[config.mk]
export PLATFORM = sky130hd
export DESIGN_NAME = bfp_to_bf16_core
export DESIGN_NICKNAME = d
export VERILOG_FILES = /design/src/rtl/bfp_to_bf16_core.sv
export SDC_FILE = /design/constraint.sdc
export NUM_CORES = 1
export LEC_CHECK = 0
export BUFFER_PORTS_ARGS = -buffer_cell sky130_fd_sc_hd__buf_4
export CAP_MARGIN = 20
export CELL_PAD_IN_SITES_DETAIL_PLACEMENT = 0
export CELL_PAD_IN_SITES_GLOBAL_PLACEMENT = 2
export CORE_MARGIN = 2
export CORE_UTILIZATION = 35
export CTS_CLUSTER_DIAMETER = 40
export DETAILED_ROUTE_END_ITERATION = 10
export HOLD_SLACK_MARGIN = 0.05
export MAX_ROUTING_LAYER = met4
export PLACE_DENSITY = 0.74
export SYNTH_ARGS = -nofsm -noshare
export SYNTH_HDL_FRONTEND = slang
export SYNTH_SLANG_ARGS = --single-unit
[constraint.sdc]
create_clock -name clk -period 3.9 [get_ports clk]
set_input_delay 1.17 -clock clk [delete_from_list [all_inputs] [get_ports clk]]
set_output_delay 1.17 -clock clk [all_outputs]
set_load 0.02 [all_outputs]
[src/rtl/bfp_to_bf16_core.sv]
// -----------------------------------------------------------------------------
// bfp_to_bf16_core
//
// Converts one block-floating-point block (a shared exponent plus NUM signed
// two's-complement mantissas) into NUM independent sign/exponent/mantissa
// triples with a normalized mantissa (MSB is the hidden bit).
//
// Pipeline (4 registered stages, all advance together on ready_out):
//   1. register inputs, split sign and magnitude
//   2. leading-zero count of the magnitude
//   3. normalize mantissa, compute signed unbiased exponent
//   4. zero / flush-to-zero / overflow handling, registered outputs
//
// Build option:
//   BFP_TO_BF16_SAT_EN  defined   -> exponent overflow saturates to the
//                                    largest finite exponent, mantissa all ones
//                       undefined -> exponent overflow wraps modulo 2^E
//
// Ports:
//   clk, rst_n           clock, asynchronous active-low reset
//   valid_in / ready_out upstream handshake (ready_out = !valid_out || ready_in)
//   shared_exponent_in   shared block exponent (EXPONENT_SIZE bits)
//   sdata_in[0:NUM-1]    signed mantissas (MANTISSA_SIZE bits)
//   valid_out / ready_in downstream handshake
//   sign_out, exponent_out, mantissa_out [0:NUM-1]  converted elements
// -----------------------------------------------------------------------------
module bfp_to_bf16_core #(
    parameter int NUM           = 10,
    parameter int EXPONENT_SIZE = 8,
    parameter int MANTISSA_SIZE = 8,
    parameter int NX_MODE       = 1
) (
    input  logic                            clk,
    input  logic                            rst_n,
    input  logic                            valid_in,
    output logic                            ready_out,
    input  logic [EXPONENT_SIZE-1:0]        shared_exponent_in,
    input  logic signed [MANTISSA_SIZE-1:0] sdata_in [0:NUM-1],
    output logic                            valid_out,
    input  logic                            ready_in,
    output logic                            sign_out [0:NUM-1],
    output logic [EXPONENT_SIZE-1:0]        exponent_out [0:NUM-1],
    output logic [MANTISSA_SIZE-1:0]        mantissa_out [0:NUM-1]
);

    localparam int E   = EXPONENT_SIZE;
    localparam int M   = MANTISSA_SIZE;
    localparam int EW  = EXPONENT_SIZE + 2;
    localparam int LZW = $clog2(MANTISSA_SIZE + 1);

    // NX-style shared exponents carry an extra -6 bias on top of the +1
    // that moves the binary point from below the sign bit to the hidden bit.
    localparam logic signed [EW-1:0] ADJ    = (NX_MODE == 1) ? EW'(32'sd7) : EW'(32'sd1);
    localparam logic signed [EW-1:0] E_MAX  = EW'((32'sd1 <<< EXPONENT_SIZE) - 32'sd2);
    localparam logic signed [EW-1:0] E_ZERO = '0;
    localparam logic [E-1:0]         E_SAT  = E_MAX[E-1:0];

    // Magnitude of a two's-complement value; the most negative value maps to
    // 2^(M-1), which still fits in M unsigned bits.
    function automatic logic [M-1:0] abs_mag(input logic [M-1:0] d);
        logic [M-1:0] r;
        if (d[M-1]) begin
            r = ~d + M'(1);
        end else begin
            r = d;
        end
        return r;
    endfunction

    // Leading-zero count over M bits; an all-zero value returns M.
    function automatic logic [LZW-1:0] count_lz(input logic [M-1:0] v);
        logic [LZW-1:0] n;
        logic           found;
        n     = '0;
        found = 1'b0;
        for (int i = M - 1; i >= 0; i--) begin
            if (!found) begin
                if (v[i]) begin
                    found = 1'b1;
                end else begin
                    n = n + LZW'(1);
                end
            end
        end
        return n;
    endfunction

    logic advance_s;

    // stage 1
    logic           v1_r;
    logic [E-1:0]   sexp1_r;
    logic           sign1_r [0:NUM-1];
    logic [M-1:0]   mag1_r  [0:NUM-1];
    // stage 2
    logic           v2_r;
    logic [E-1:0]   sexp2_r;
    logic           sign2_r [0:NUM-1];
    logic [M-1:0]   mag2_r  [0:NUM-1];
    logic [LZW-1:0] lz2_r   [0:NUM-1];
    // stage 3
    logic                 v3_r;
    logic                 sign3_r [0:NUM-1];
    logic [M-1:0]         mant3_r [0:NUM-1];
    logic signed [EW-1:0] e3_r    [0:NUM-1];
    // stage 4 next values
    logic           sign_n [0:NUM-1];
    logic [E-1:0]   exp_n  [0:NUM-1];
    logic [M-1:0]   mant_n [0:NUM-1];

    // A stall at the output freezes the whole pipeline.
    assign advance_s = !valid_out || ready_in;
    assign ready_out = advance_s;

    // Stage 1: capture block, split sign and magnitude.
    always_ff @(posedge clk or negedge rst_n) begin
        if (!rst_n) begin
            v1_r    <= 1'b0;
            sexp1_r <= '0;
            for (int i = 0; i < NUM; i++) begin
                sign1_r[i] <= 1'b0;
                mag1_r[i]  <= '0;
            end
        end else if (advance_s) begin
            v1_r    <= valid_in;
            sexp1_r <= shared_exponent_in;
            for (int i = 0; i < NUM; i++) begin
                sign1_r[i] <= sdata_in[i][M-1];
                mag1_r[i]  <= abs_mag(sdata_in[i]);
            end
        end
    end

    // Stage 2: leading-zero count.
    always_ff @(posedge clk or negedge rst_n) begin
        if (!rst_n) begin
            v2_r    <= 1'b0;
            sexp2_r <= '0;
            for (int i = 0; i < NUM; i++) begin
                sign2_r[i] <= 1'b0;
                mag2_r[i]  <= '0;
                lz2_r[i]   <= '0;
            end
        end else if (advance_s) begin
            v2_r    <= v1_r;
            sexp2_r <= sexp1_r;
            for (int i = 0; i < NUM; i++) begin
                sign2_r[i] <= sign1_r[i];
                mag2_r[i]  <= mag1_r[i];
                lz2_r[i]   <= count_lz(mag1_r[i]);
            end
        end
    end

    // Stage 3: normalize and compute the per-element signed exponent.
    always_ff @(posedge clk or negedge rst_n) begin
        if (!rst_n) begin
            v3_r <= 1'b0;
            for (int i = 0; i < NUM; i++) begin
                sign3_r[i] <= 1'b0;
                mant3_r[i] <= '0;
                e3_r[i]    <= '0;
            end
        end else if (advance_s) begin
            v3_r <= v2_r;
            for (int i = 0; i < NUM; i++) begin
                sign3_r[i] <= sign2_r[i];
                mant3_r[i] <= mag2_r[i] << lz2_r[i];
                e3_r[i]    <= $signed({2'b00, sexp2_r}) + ADJ
                              - $signed({{(EW - LZW){1'b0}}, lz2_r[i]});
            end
        end
    end

    // Stage 4 next values: zero, flush-to-zero and overflow handling.
    always_comb begin
        for (int i = 0; i < NUM; i++) begin
            sign_n[i] = 1'b0;
            exp_n[i]  = '0;
            mant_n[i] = '0;
            // A zero mantissa after normalization means the magnitude was zero.
            if ((mant3_r[i] == '0) || (e3_r[i] <= E_ZERO)) begin
                sign_n[i] = 1'b0;
                exp_n[i]  = '0;
                mant_n[i] = '0;
            end else if (e3_r[i] > E_MAX) begin
`ifdef BFP_TO_BF16_SAT_EN
                sign_n[i] = sign3_r[i];
                exp_n[i]  = E_SAT;
                mant_n[i] = '1;
`else
                sign_n[i] = sign3_r[i];
                exp_n[i]  = e3_r[i][E-1:0];
                mant_n[i] = mant3_r[i];
`endif
            end else begin
                sign_n[i] = sign3_r[i];
                exp_n[i]  = e3_r[i][E-1:0];
                mant_n[i] = mant3_r[i];
            end
        end
    end

    // Stage 4: registered outputs.
    always_ff @(posedge clk or negedge rst_n) begin
        if (!rst_n) begin
            valid_out <= 1'b0;
            for (int i = 0; i < NUM; i++) begin
                sign_out[i]     <= 1'b0;
                exponent_out[i] <= '0;
                mantissa_out[i] <= '0;
            end
        end else if (advance_s) begin
            valid_out <= v3_r;
            for (int i = 0; i < NUM; i++) begin
                sign_out[i]     <= sign_n[i];
                exponent_out[i] <= exp_n[i];
                mantissa_out[i] <= mant_n[i];
            end
        end
    end

endmodule

==> results.txt <==
post-route setup slack: -0.0150 ns
non-filler instance count after layout: 4730
Area contributors post-synth: dfrtp_1 (50%), nand2_1 (8.0%), a22o_1 (6.4%), ha_1 (4.1%), o21ai_0 (3.4%)
H-Tree Depth: 3
hold depth: 2
site row count: 107
Post-Synthesis Cells: 3136
synthesized cell area: 30200 sq um
slew margin rel.: 28.9%
vias: 24000
#FFs+latches synth: 600
dominant synthesized flop cell: dfrtp_1
Sink Count: 600
Hold Startpoint: sign1_r[5]
Largest stage delay, worst path: 0.43 ns
clock latency on the worst-skew pair: 0.66 ns
CTS Buffer Depth: 3
final setup skew: 0.0203 ns
Die X: 298 um
Design Area, Final: 38600 sq um
first-pass GRT wire length: 141000 um
HPWL after detailed placement: 64700 um
share of the synthesized area in the top cell type: 49.7%
Worst VDD drop: 0.427 mV
RR Startpoint: mag1_r[54]
Power Density: 1020 nW/um^2
Nets: 3678
Hold EP: sign2_r[5]
max-slew violations: 0
Synth cell types: 65
total power after layout: 39.5 mW
sequential share of the synthesized area: 49.7%
failing checks: negative setup slack
Layout area overhead: 27.9%
dpl cells: 4475
Worst Hold Class: register to register
Critical Path Sink Type: register
Post-Synthesis Net Count: 3337
Core Footprint: 85300 sq um
multi-input logic area: 14600 sq um
Crit-path slowest cell: or4_4
Post-synth EDFFs: 0
final hold vios: 0
crit path cell chain: inv_2 -> a21oi_2 -> ha_1 -> o31a_1 -> ha_1 -> inv_1 -> o21a_1 -> nor3_2 -> ha_1 -> mux2_4 -> ha_4 -> nor2b_4 -> xnor2_1 -> or4_4 -> and4_4 -> o211ai_1 -> xor2_1 -> o21ai_1
drt total wl: 88600 um
grt ovf: 0
WHS: 0.456 ns
clock buffer count from CTS: 112
GR Util All Layers: 20.5%
port buffer count: 263
shortest period the worst path allows: 3.91 ns
syn_area_per_cell: 9.63 sq um
Die Y: 298 um
RePlAce Congestion: 0.847
max_cap viols: 0
cell taking the most area after synthesis: dfrtp_1
CP arrival: 4.43 ns
Root Buffer: clkbuf_16
Detail Route Antenna Nets: 0
critical-path maximum fanout: 4
Reg2Reg Depth: 18
YS warnings: 0
wire length per cell: 18.7 um
Leak Pwr: 18.0 nW
post-DR vias/cell: 5.08
fill count: 8153
IO Count: 264
Starting Density: 35.4%
status: finished with violations
data required time at the worst endpoint: 4.41 ns
most frequent CP cell: ha_1
FF-to-FF End: lz2_r[27]
Die ar.: 88600 sq um
# DRC: 0
critical path class: register to register
R2R setup slack: -0.01 ns
Worst-Margin Slew: 1.06 ns
RSZ-0062 raised after global routing: true
# setup viols final: 1
fraction of layout cells with a size suffix above 1: 20.5%
vias in the first global route: 23600
asr flop ratio synth: 100%
clock transition at the registers of the reported paths: 0.05 ns
Area after DPL: 33900 sq um
TritonRoute pass-1 iters: 5
pin count of the biggest net entering global routing: 125
antenna violations before repair: 13
DR iter-0 viols: 1611
highest clock rate: 255 MHz
Final period util: 100%
TritonCTS clock tree: built
type of origin of the critical path: register
FF/Latch Area: 15000 sq um
## worst max-delay path: cells and delay by family, from the launching register on
family	cells	cell delay (ns)
buf+inv	2	0.11
simple gates	4	0.85
mux	1	0.28
flops	1	0.41
xor+xnor	2	0.31
fa+ha+maj	4	0.94
compound gates	5	0.88
## what timing repair did
item                       4_1_cts  5_1_grt
buffers inserted                 9       22
hold buffers                     0        0
setup endpoints to repair       13       24
gates resized for setup         22       97
pin swaps                       23       83
## registers in the layout, summed over array words and instances, names as in the netlist
signal,cells
e3_r,100
exponent_out,80
mag1_r,80
mag2_r,80
mant3_r,80
mantissa_out,80
lz2_r,40
sign1_r,10
sign2_r,10
sign3_r,10
sign_out,10
sexp1_r,8
sexp2_r,8
v1_r,1
v2_r,1
v3_r,1
valid_out,1
## cells in the final DEF (no fill, tap or decap), types with 13 or more instances in the layout
master,n
a21oi_1,131
inv_1,88
clkbuf_8,18
xnor2_1,96
ha_1,87
inv_6,14
nor2b_1,41
clkinv_2,14
nor4_1,38
a22o_1,222
o21ai_0,191
nand2b_1,26
mux2i_1,94
o31ai_1,32
nand3_1,25
clkbuf_16,114
a21o_1,30
diode_2,13
nand2_1,645
nor3_1,51
bufinv_16,17
dfrtp_1,592
xor2_1,62
buf_4,379
nor2_1,211
mux2_2,31
## synthesized netlist by cell type (5+ instances only)
master and instances:
a211o_1 11, a211oi_1 13, a21boi_0 13, a21boi_1 9, a21o_1 30, a21oi_1 143, a22o_1 222, a31oi_1 8
a32o_1 10, buf_1 6, buf_2 5, clkbuf_1 154, dfrtp_1 600, fa_1 10, ha_1 99, inv_1 100
mux2_2 32, mux2i_1 95, nand2_1 647, nand2b_1 26, nand3_1 25, nand4_1 9, nor2_1 222, nor2b_1 50
nor3_1 53, nor4_1 38, o21ai_0 205, o21bai_1 5, o22ai_1 8, o31a_1 9, o31ai_1 33, o32ai_1 6
or3_1 12, or4_1 11, xnor2_1 103, xor2_1 63
## logic make-up (layout without fill, tap and decap cells)
| group | Yosys count | in the layout | synth area share (%) |
|---|---|---|---|
| fa+ha+maj | 109 | 109 | 4.77 |
| flops | 600 | 600 | 49.7 |
| mux | 131 | 131 | 4.64 |
| buf+inv | 267 | 704 | 3.34 |
| other cells | 0 | 13 | 0 |
| xor+xnor | 166 | 166 | 4.82 |
| simple gates | 1117 | 1117 | 15.8 |
| compound gates | 746 | 746 | 16.9 |
## through the flow
| step | worst slack, ns | setup TNS [ns] | util [%] |
|---|---|---|---|
| global placement | -0.0603 | -0.133 | 39.8 |
| detailed placement | -0.190 | -0.727 | 39.8 |
| CTS | -0.192 | -0.313 | 44.7 |
| floorplan | 0.00264 | 0 | - |
| global route | -0.264 | -1.40 | 45.3 |
| finish | -0.0150 | -0.0150 | 45.3 |
## routing by layer
metal	wire length, um	share of wire [%]	track usage (%)	up-vias
met5	0	0	-	-
met4	1650	1.9	5.64	0
met2	35300	40	26.8	575
met3	5170	5.8	4.19	111
met1	46500	52	31.4	11600
li1	-	-	-	11700
## power breakdown
group / switching [mW] / total, mW / internal (mW)
combinational: 9.47 / 17.3 / 7.85
sequential: 2.97 / 12.0 / 9.01
clock: 3.38 / 10.2 / 6.84
total: 15.8 / 39.5 / 23.7
## layout make-up
class	instances	area share [%]
timing repair buffer	392	7.99
clock buffer	144	8.15
inverter	102	1.01
clock inverter	66	2.35
sequential	600	38.9
multi-input combinational	2269	37.8
tap	1144	3.71
antenna	13	0.0842
## worst max-delay path by stage
stage	from	end	slack (ns)	cells after the start
floorplan	mag1_r[21]	lz2_r[11]	0.003	19
global placement	mag1_r[54]	lz2_r[27]	-0.06	18
detailed placement	mag1_r[54]	lz2_r[27]	-0.19	18
CTS	mag1_r[54]	lz2_r[27]	-0.19	18
global route	mag1_r[54]	lz2_r[27]	-0.26	18
finish	mag1_r[54]	lz2_r[27]	-0.01	18
Note: power is estimated with default switching activity, not from simulation.
